$ cat src/rtl/corona_hit_detector.sv
// Per-pixel clamp-versus-corona hit detection feeding the corona position/collision block.
// Two-stage pipeline: box coverage test, then a once-per-frame collision report.
module corona_hit_detector #(
  parameter int NUM_OBJ = 10,
  parameter int OBJ_W   = 32,
  parameter int OBJ_H   = 32
) (
  input  logic                        clk,
  input  logic                        resetN,
  input  logic                        startOfFrame,
  input  logic [10:0]                 pixelX,
  input  logic [10:0]                 pixelY,
  input  logic                        clamp_draw_request,
  input  logic                        other_hit,
  input  logic [0:NUM_OBJ-1][10:0]    topLeftX,
  input  logic [0:NUM_OBJ-1][10:0]    topLeftY,
  input  logic [0:NUM_OBJ-1]          Draw_request,
  output logic                        corona_draw_request,
  output logic                        collision,
  output logic [0:3]                  collision_clamp_corona,
  output logic [3:0]                  hits_in_frame
);

  typedef enum logic {ARMED, REPORTED} state_t;

  localparam logic signed [11:0] ObjW = 12'(OBJ_W);
  localparam logic signed [11:0] ObjH = 12'(OBJ_H);
  localparam logic [3:0]         NonCoronaIdx = 4'd15;

  logic signed [11:0] px;
  logic signed [11:0] py;
  logic [NUM_OBJ-1:0] inside_d;
  logic [NUM_OBJ-1:0] inside_q;
  logic               clamp_q;
  logic               other_q;
  logic               corona_q;

  // Pixels are unsigned screen coordinates; objects may sit partly off-screen (negative).
  assign px = {1'b0, pixelX};
  assign py = {1'b0, pixelY};

  for (genvar g = 0; g < NUM_OBJ; g++) begin : g_cover
    logic signed [11:0] x0;
    logic signed [11:0] y0;
    assign x0 = {topLeftX[g][10], topLeftX[g]};
    assign y0 = {topLeftY[g][10], topLeftY[g]};
    assign inside_d[g] = Draw_request[g] && (px >= x0) && (px < x0 + ObjW)
                         && (py >= y0) && (py < y0 + ObjH);
  end

  always_ff @(posedge clk or negedge resetN) begin
    if (!resetN) begin
      inside_q <= '0;
      clamp_q  <= 1'b0;
      other_q  <= 1'b0;
      corona_q <= 1'b0;
    end else begin
      inside_q <= inside_d;
      clamp_q  <= clamp_draw_request;
      other_q  <= other_hit;
      corona_q <= |inside_d;
    end
  end

  logic [NUM_OBJ-1:0] hitVec;
  logic [3:0]         hitIdx;
  logic               fire;

  // Lowest-numbered corona wins when several overlap the clamp.
  always_comb begin
    hitVec = inside_q & {NUM_OBJ{clamp_q}};
    hitIdx = 4'd0;
    for (int i = NUM_OBJ - 1; i >= 0; i--) begin
      if (hitVec[i]) hitIdx = 4'(i);
    end
  end

  state_t     state_q;
  logic       coll_q;
  logic [3:0] idx_q;
  logic [3:0] hits_q;

  assign fire = (state_q == ARMED) && ((|hitVec) || other_q);

  // A frame start always re-arms, even when it lands on the cycle that reports a hit.
  always_ff @(posedge clk or negedge resetN) begin
    if (!resetN) begin
      state_q <= ARMED;
      coll_q  <= 1'b0;
      idx_q   <= NonCoronaIdx;
      hits_q  <= 4'd0;
    end else begin
      coll_q <= fire;
      if (fire) idx_q <= (|hitVec) ? hitIdx : NonCoronaIdx;
      if (startOfFrame) begin
        state_q <= ARMED;
        hits_q  <= fire ? 4'd1 : 4'd0;
      end else if (fire) begin
        state_q <= REPORTED;
        hits_q  <= (hits_q == 4'd15) ? 4'd15 : hits_q + 4'd1;
      end
    end
  end

  assign corona_draw_request    = corona_q;
  assign collision              = coll_q;
  assign collision_clamp_corona = idx_q;
  assign hits_in_frame          = hits_q;

endmodule

$ cat config.mk
export PLATFORM = sky130hd
export DESIGN_NAME = corona_hit_detector
export DESIGN_NICKNAME = d
export VERILOG_FILES = /design/src/rtl/corona_hit_detector.sv
export SDC_FILE = /design/constraint.sdc
export NUM_CORES = 1
export LEC_CHECK = 0
export CAP_MARGIN = 20
export CORE_MARGIN = 2
export CORE_UTILIZATION = 56
export DETAILED_ROUTE_END_ITERATION = 12
export PLACE_DENSITY = 0.9
export RECOVER_POWER = 25
export SYNTH_ARGS = -nofsm -noshare
export SYNTH_HDL_FRONTEND = slang
export SYNTH_SLANG_ARGS = --single-unit
$ cat constraint.sdc
create_clock -name clk -period 4.7 [get_ports clk]
set_input_delay 0.94 -clock clk [delete_from_list [all_inputs] [get_ports clk]]
set_output_delay 0.94 -clock clk [all_outputs]
set_load 0.05 [all_outputs]
==> results.txt <==
Startpoint Class - input pin
Yosys cell types - 62
sequential area share after synthesis - 5.619%
vias per inst - 6.128
largest net degree at the start of global routing - 24
Top-Level Pins - 267
syn nets - 1,942
Post-Syn Instances - 1,344
number of port buffers - 266
chip width - 139.8 um
CP max stage cell - o311ai_0
Worst Setup SP - pixelX[0]
VDD IR max - 274.5 uV
worst-path fanout max - 8
Final Wtd Congestion - 0.9639
Fin. Hold Viols - 0
Core Box Area - 18,020 um^2
die height - 139.8 um
Initial Utilization - 57.32%
CTS buffer count - 3
worst slew pin tran - 1.154 ns
Worst slew margin - 23.09%
initial DRC count - 736
kind of end point of the critical path - register
required time of the critical path - 4.82 ns
worst skew pair latency - 0.25 ns
reg-to-reg startpoint - inside_q[1]
# rows - 49
cells along the critical path - clkdlybuf4s50_1 -> inv_1 -> ha_1 -> nand2b_1 -> a21o_1 -> a21oi_1 -> nor3_1 -> o311ai_0 -> o22ai_1 -> or4_1 -> or4_1
PostCTS Resize Cnt - 0
Setup WS post-layout - 0.6358 ns
# DRC - 0
top cells by area, synth - ha_1 41%, inv_1 8.2%, xnor2_1 5.6%
Routed WL per cell - 18.14 um
Synth top area share - 41.29%
slowest cell delay on critical path - 0.73 ns
WS Path Type - in -> reg
Worst Hold Class - reg -> reg
H-tree level count - 1
post-route clock period utilization - 86.47%
Final setup viols - 0
CTS Hold Bufs - 0
ratio of cells with drive above 1 in the final layout - 2.857%
syn avg cell area - 7.688 um^2
Synth warnings - 0
vias in the first global route - 11,610
Post-DP HPWL - 29.24 mm
total grt overflow - 0
Final Max Tran Viols - 0
initial antenna violation count - 1
biggest area consumer among synthesized cells - ha_1
CP Buf/Inv Count - 2
drt pass-1 iters - 5
Routed Antenna Nets - 0
max cap viols - 0
Crit path top cell by count - or4_1
status - finished clean
top_reg_cell synth - dfrtp_1
flops & latches, synth - 23
PD cells - 125.8 nW/um^2
hold_sp - collision_clamp_corona[2]
Post-synth EDFFs - 0
arrival time at the worst endpoint - 4.18 ns
asr flop ratio synth - 100.0%
Final min period - 4.064 ns
Clk Tree Root Cell - clkbuf_16
Area Overhead vs Synth - 31.74%
first-pass GRT wire length - 54.49 mm
Placement Setup Slack - 0.3856 ns
final WL - 33.99 mm
clock slew at reported path FFs - 0.06 ns
final core occ - 75.52%
unrepaired setup endpoints after global routing - no
total number of vias - 11,480
clk buf depth - 2
delay-heaviest family, CP - compound AO/OA/AOI/OAI gates
DIE AREA - 19,550 um^2
Nets - 2,244
CTS tree - yes
post-CTS setup buffers - 0
ant diodes - 0
Overall Global Routing Usage - 33.65%
Sum Neg Setup Slack - 0 ns
Synth Cell Area - 10,330 um^2
Sink Count - 23
Achievable Freq - 246.1 MHz
clock skew - 0.004754 ns
Pleak - 6.695 nW
-- where the power goes --
| part | total [mW] | switching [mW] | internal [mW] |
|---|---|---|---|
| sequential | 0.241 | 0.0154 | 0.226 |
| combinational | 1.29 | 0.681 | 0.613 |
| clock | 0.177 | 0.0620 | 0.115 |
-- tightest hold or removal path, cell delays in order (launching register included) --
cell,delay [ns]
dfstp_2,0.37
nor2_1,0.10
a21oi_1,0.05
-- logic make-up after synthesis --
kind of cell             count (synthesis)  synth area share (%)
flip-flops                              23                 5.619
multiplexers                             1                0.1090
XOR/XNOR                                80                 6.781
adder cells (fa/ha/maj)                341                 41.29
AO/OA/AOI/OAI                          310                 19.70
AND/OR/NAND/NOR                        358                 18.06
buffers and inverters                  231                 8.440
-- through the flow --
step / cells / hold WS (ns) / power, mW / cell area [um^2]
finish: 1874 / 0.5172 / 1.712 / 13610
global route: 1874 / 0.5316 / 1.868 / 13610
CTS: 1873 / 0.5163 / 1.698 / 13610
detailed placement: 1869 / 0.5006 / 1.510 / 13530
global placement: 1869 / 0.4995 / 1.458 / 13530
floorplan: 1344 / 0.4934 / 0.9428 / 10330
-- sequential cells by signal, indices dropped and copies added (netlist names) --
register and cells:
inside_q 10, collision_clamp_corona 4, hits_in_frame 4, clamp_q 1, collision 1, corona_draw_request 1, other_q 1, state_q 1
-- cell type report --
class	instances	area [um^2]
inverters	227	852.1
flip-flops and latches	23	580.6
clock buffers	4	78.83
well taps	229	286.5
repair buffers	301	2934
multi-input cells	1090	8880
fillers	1338	4413
-- synth_stat cells, drive strengths merged, types with 16 or more instances --
cell type	number
a21oi	89
o21ai	65
nand4	36
nor3	41
a2111oi	17
nand3	76
a21o	22
ha	341
xnor2	66
inv	227
nand2	62
nor2	56
dfrtp	19
o211ai	17
nor2b	22
a211oi	16
-- worst paths after layout --
kind                                                  end  slack [ns]  depth (start not counted)
worst min register to register  collision_clamp_corona[2]        0.52                          2
min in group asynchronous                       collision        1.45                          2
worst max register to register           hits_in_frame[3]        2.57                          8
worst min-delay path            collision_clamp_corona[2]        0.52                          2
max in group asynchronous                     inside_q[3]        2.56                          2
worst max-delay path                  corona_draw_request        0.64                         11
-- layer usage --
metal  global-route usage [%]  vias to the layer above  part of all wire, %
li1                         -                     5537                    -
met1                    40.64                     5217                   40
met2                    58.49                      569                   47
met3                    4.095                      159                  7.5
met4                    17.47                        2                  6.1
met5                        0                        -                0.038
-- cells in the final DEF (no fill, tap or decap), types with 5 or more instances in the layout --
master,n
a2111oi_0,15
a211o_1,6
a211oi_1,16
a21o_1,22
a21oi_1,89
a22oi_1,7
a31oi_1,6
and4_1,6
buf_4,33
clkdlybuf4s50_1,264
dfrtp_1,19
ha_1,341
inv_1,227
nand2_1,62
nand2b_1,12
nand3_1,76
nand4_1,36
nor2_1,56
nor2b_1,22
nor3_1,41
nor3b_1,5
nor4_1,14
nor4b_1,5
o2111ai_1,9
o211ai_1,17
o21a_1,9
o21ai_0,61
o21bai_1,5
o311ai_0,5
o31ai_1,6
o41ai_1,6
or4_1,5
xnor2_1,66
xor2_1,14
No activity file was read; power rests on OpenSTA's default activity.
==> RTL change, RTL diff (same flow settings) <==
Change the parameter `NUM_OBJ` from 10 to 11.
--- a/src/rtl/corona_hit_detector.sv
+++ b/src/rtl/corona_hit_detector.sv
@@ -3,3 +3,3 @@
 module corona_hit_detector #(
-  parameter int NUM_OBJ = 10,
+  parameter int NUM_OBJ = 11,
   parameter int OBJ_W   = 32,
Interface: changed (resized Draw_request, topLeftX and topLeftY); port bits go from 267 to 290. No check against the original RTL was run, so the function may have changed too.
==> RTL change against the unedited design <==
Design area up 9.0%. Worst setup slack better by 0.33 ns. Area after synthesis rose by 10%. Utilization down 1.5 points. Die area is 9.7% higher. Synthesized cell count is 8.3% higher. Sequential power is 5% higher. Non-clock buffer count is 11 higher. Sequential cell count rose by 1. Register-to-register slack about the same. Via count grew 8.8%. Wire length rose by 12%. Total power rose by 11%.
==> RTL change: results (changes against the unedited design) <==
stage,metric,value,unit,change
status,status,"complete, no violations",,unchanged
synth,"top cells by count, synth","375 x ha_1, 245 x inv_1, 82 x nand3_1",,"was 341 x ha_1, 227 x inv_1, 89 x a21oi_1"
synth,post-synthesis sequential area ratio,0.05330,,was 0.05619
routing,DR vias,12490,,was 11480
global_routing,number of global-route vias before repair,12850,,was 11610
synth,top post-synthesis cells by area,"ha_1 41%, inv_1 8.1%, xnor2_1 6.2%",,"was ha_1 41%, inv_1 8.2%, xnor2_1 5.6%"
synth,Post-Synth Adder-Cell Area,0.4130,,was 0.4129
placed_design,Placer Congestion,0.9536,,was 0.9639
worst_hold_path,hold path endpoint,collision_clamp_corona[1]$_DFFE_PN1P_,,was collision_clamp_corona[2]$_DFFE_PN1P_
final_layout,nets,2424,,was 2244
global_routing,pin count of the biggest net entering global routing,34,,was 24
routing,routed wl met2,17.51,mm,was 15.89 mm
global_routing,global-route met3 utilization,0.04844,,was 0.04095
placed_design,post-placement cell area,14730,um2,was 13530 um2
setup_path,R2R setup slack,2.57,ns,about the same
worst_hold_path,Hold Path Origin,collision_clamp_corona[1]$_DFFE_PN1P_,,was collision_clamp_corona[2]$_DFFE_PN1P_
timing,Slew HR,0.2387,,was 0.2309
placed_design,Port Buf Inserts,289,,was 266
synth,post-synthesis xor/xnor area fraction,0.06784,,was 0.06781
final_layout,Largest register FFs,11,,was 10
worst_hold_path,hold-critical path depth,2,,unchanged
cts,"Setup Fix Bufs, Post-CTS",0,,unchanged
synth,Post-Synthesis Cells,1456,,was 1344
synth,"Distinct cells, synth",74,,was 62
timing,Setup Skew,0.003297,ns,was 0.004754 ns
global_routing,first-pass GRT wire length,61.42,mm,was 54.49 mm
setup_path,R2R depth,8,,unchanged
global_routing,Total GRT Usage,0.3483,,was 0.3365
power,Max VDD drop,132.1,uV,was 274.5 uV
global_routing,met1 usage,0.4191,,was 0.4064
setup_path,CP Max Fanout,13,,was 8
placed_design,DP HPWL,31.46,mm,was 29.24 mm
global_routing,met2 usage,0.5995,,was 0.5849
routing,DRT Pass-1 Iters,7,,was 5
routing,Met1 Routed Length,15.21,mm,was 13.47 mm
synth,mux cell area share after synthesis,0.0008811,,was 0.001090
placed_design,pre-CTS setup slack,0.7855,ns,was 0.3856 ns
final_layout,fraction of layout cells with a size suffix above 1,0.02602,,was 0.02857
placed_design,Inst Count DP,2033,,was 1869
routing,Total Wirelength,37.99,mm,was 33.99 mm
setup_path,Critical Path Start,pixelY[8],,was pixelX[0]
synth,Syn Nets,2111,,was 1942
routing,Initial DRC Count,825,,was 736
setup_path,Worst EP arrival,3.93,ns,was 4.18 ns
power,Lkg Pwr,7.278,nW,was 6.695 nW
-- RTL change: cell count changes after synthesis, moves of 7 or more --
cell	change
nand4_1	-8
o21a_1	+7
xnor2_1	+14
a21oi_1	-12
nor3_1	+8
nor2_1	+10
o21ai_0	+18
a31oi_1	+11
ha_1	+34
o2111ai_1	+10
nand2_1	-12
inv_1	+18
-- RTL change: cells by family after synthesis --
| logic type | count (synthesis) |
|---|---|
| adder cells (fa/ha/maj) | 375 |
| multiplexers | 1 |
| AO/OA/AOI/OAI | 351 |
| flip-flops | 24 |
| XOR/XNOR | 88 |
| buffers and inverters | 250 |
| AND/OR/NAND/NOR | 367 |
-- RTL change: layout make-up --
type / count / area [um2]
multi-input combinational: 1182 / 9791
fill: 1529 / 5200
timing repair buffer: 312 / 3074
inverter: 246 / 923.4
sequential: 24 / 605.6
tap: 270 / 337.8
clock buffer: 3 / 75.07
clock inverter: 1 / 30.03
antenna: 1 / 2.502
-- RTL change: metrics by stage --
step	hold slack, ns	total power, mW
detailed placement	0.4810	1.635
global route	0.5277	2.071
floorplan	0.4932	1.023
CTS	0.5040	1.889
finish	0.5090	1.907
global placement	0.4789	1.574
-- RTL change: worst max-delay path: stages --
cell and delay, ns:
clkdlybuf4s50_1 0.79, buf_4 0.41, ha_1 0.32, nand2_1 0.06, o21ai_0 0.18, nor4_1 0.10
a211o_1 0.30, a2111oi_2 0.61, nor4_2 0.10, nand4b_1 0.11
-- RTL change: power by group --
group          switching (mW)  internal, mW  leakage, nW  total, mW
Combinational           0.745         0.668         6.92       1.41
Clock                  0.0740         0.169       0.0511      0.243
Sequential             0.0167         0.235        0.308      0.252
Total                   0.835          1.07         7.28       1.91
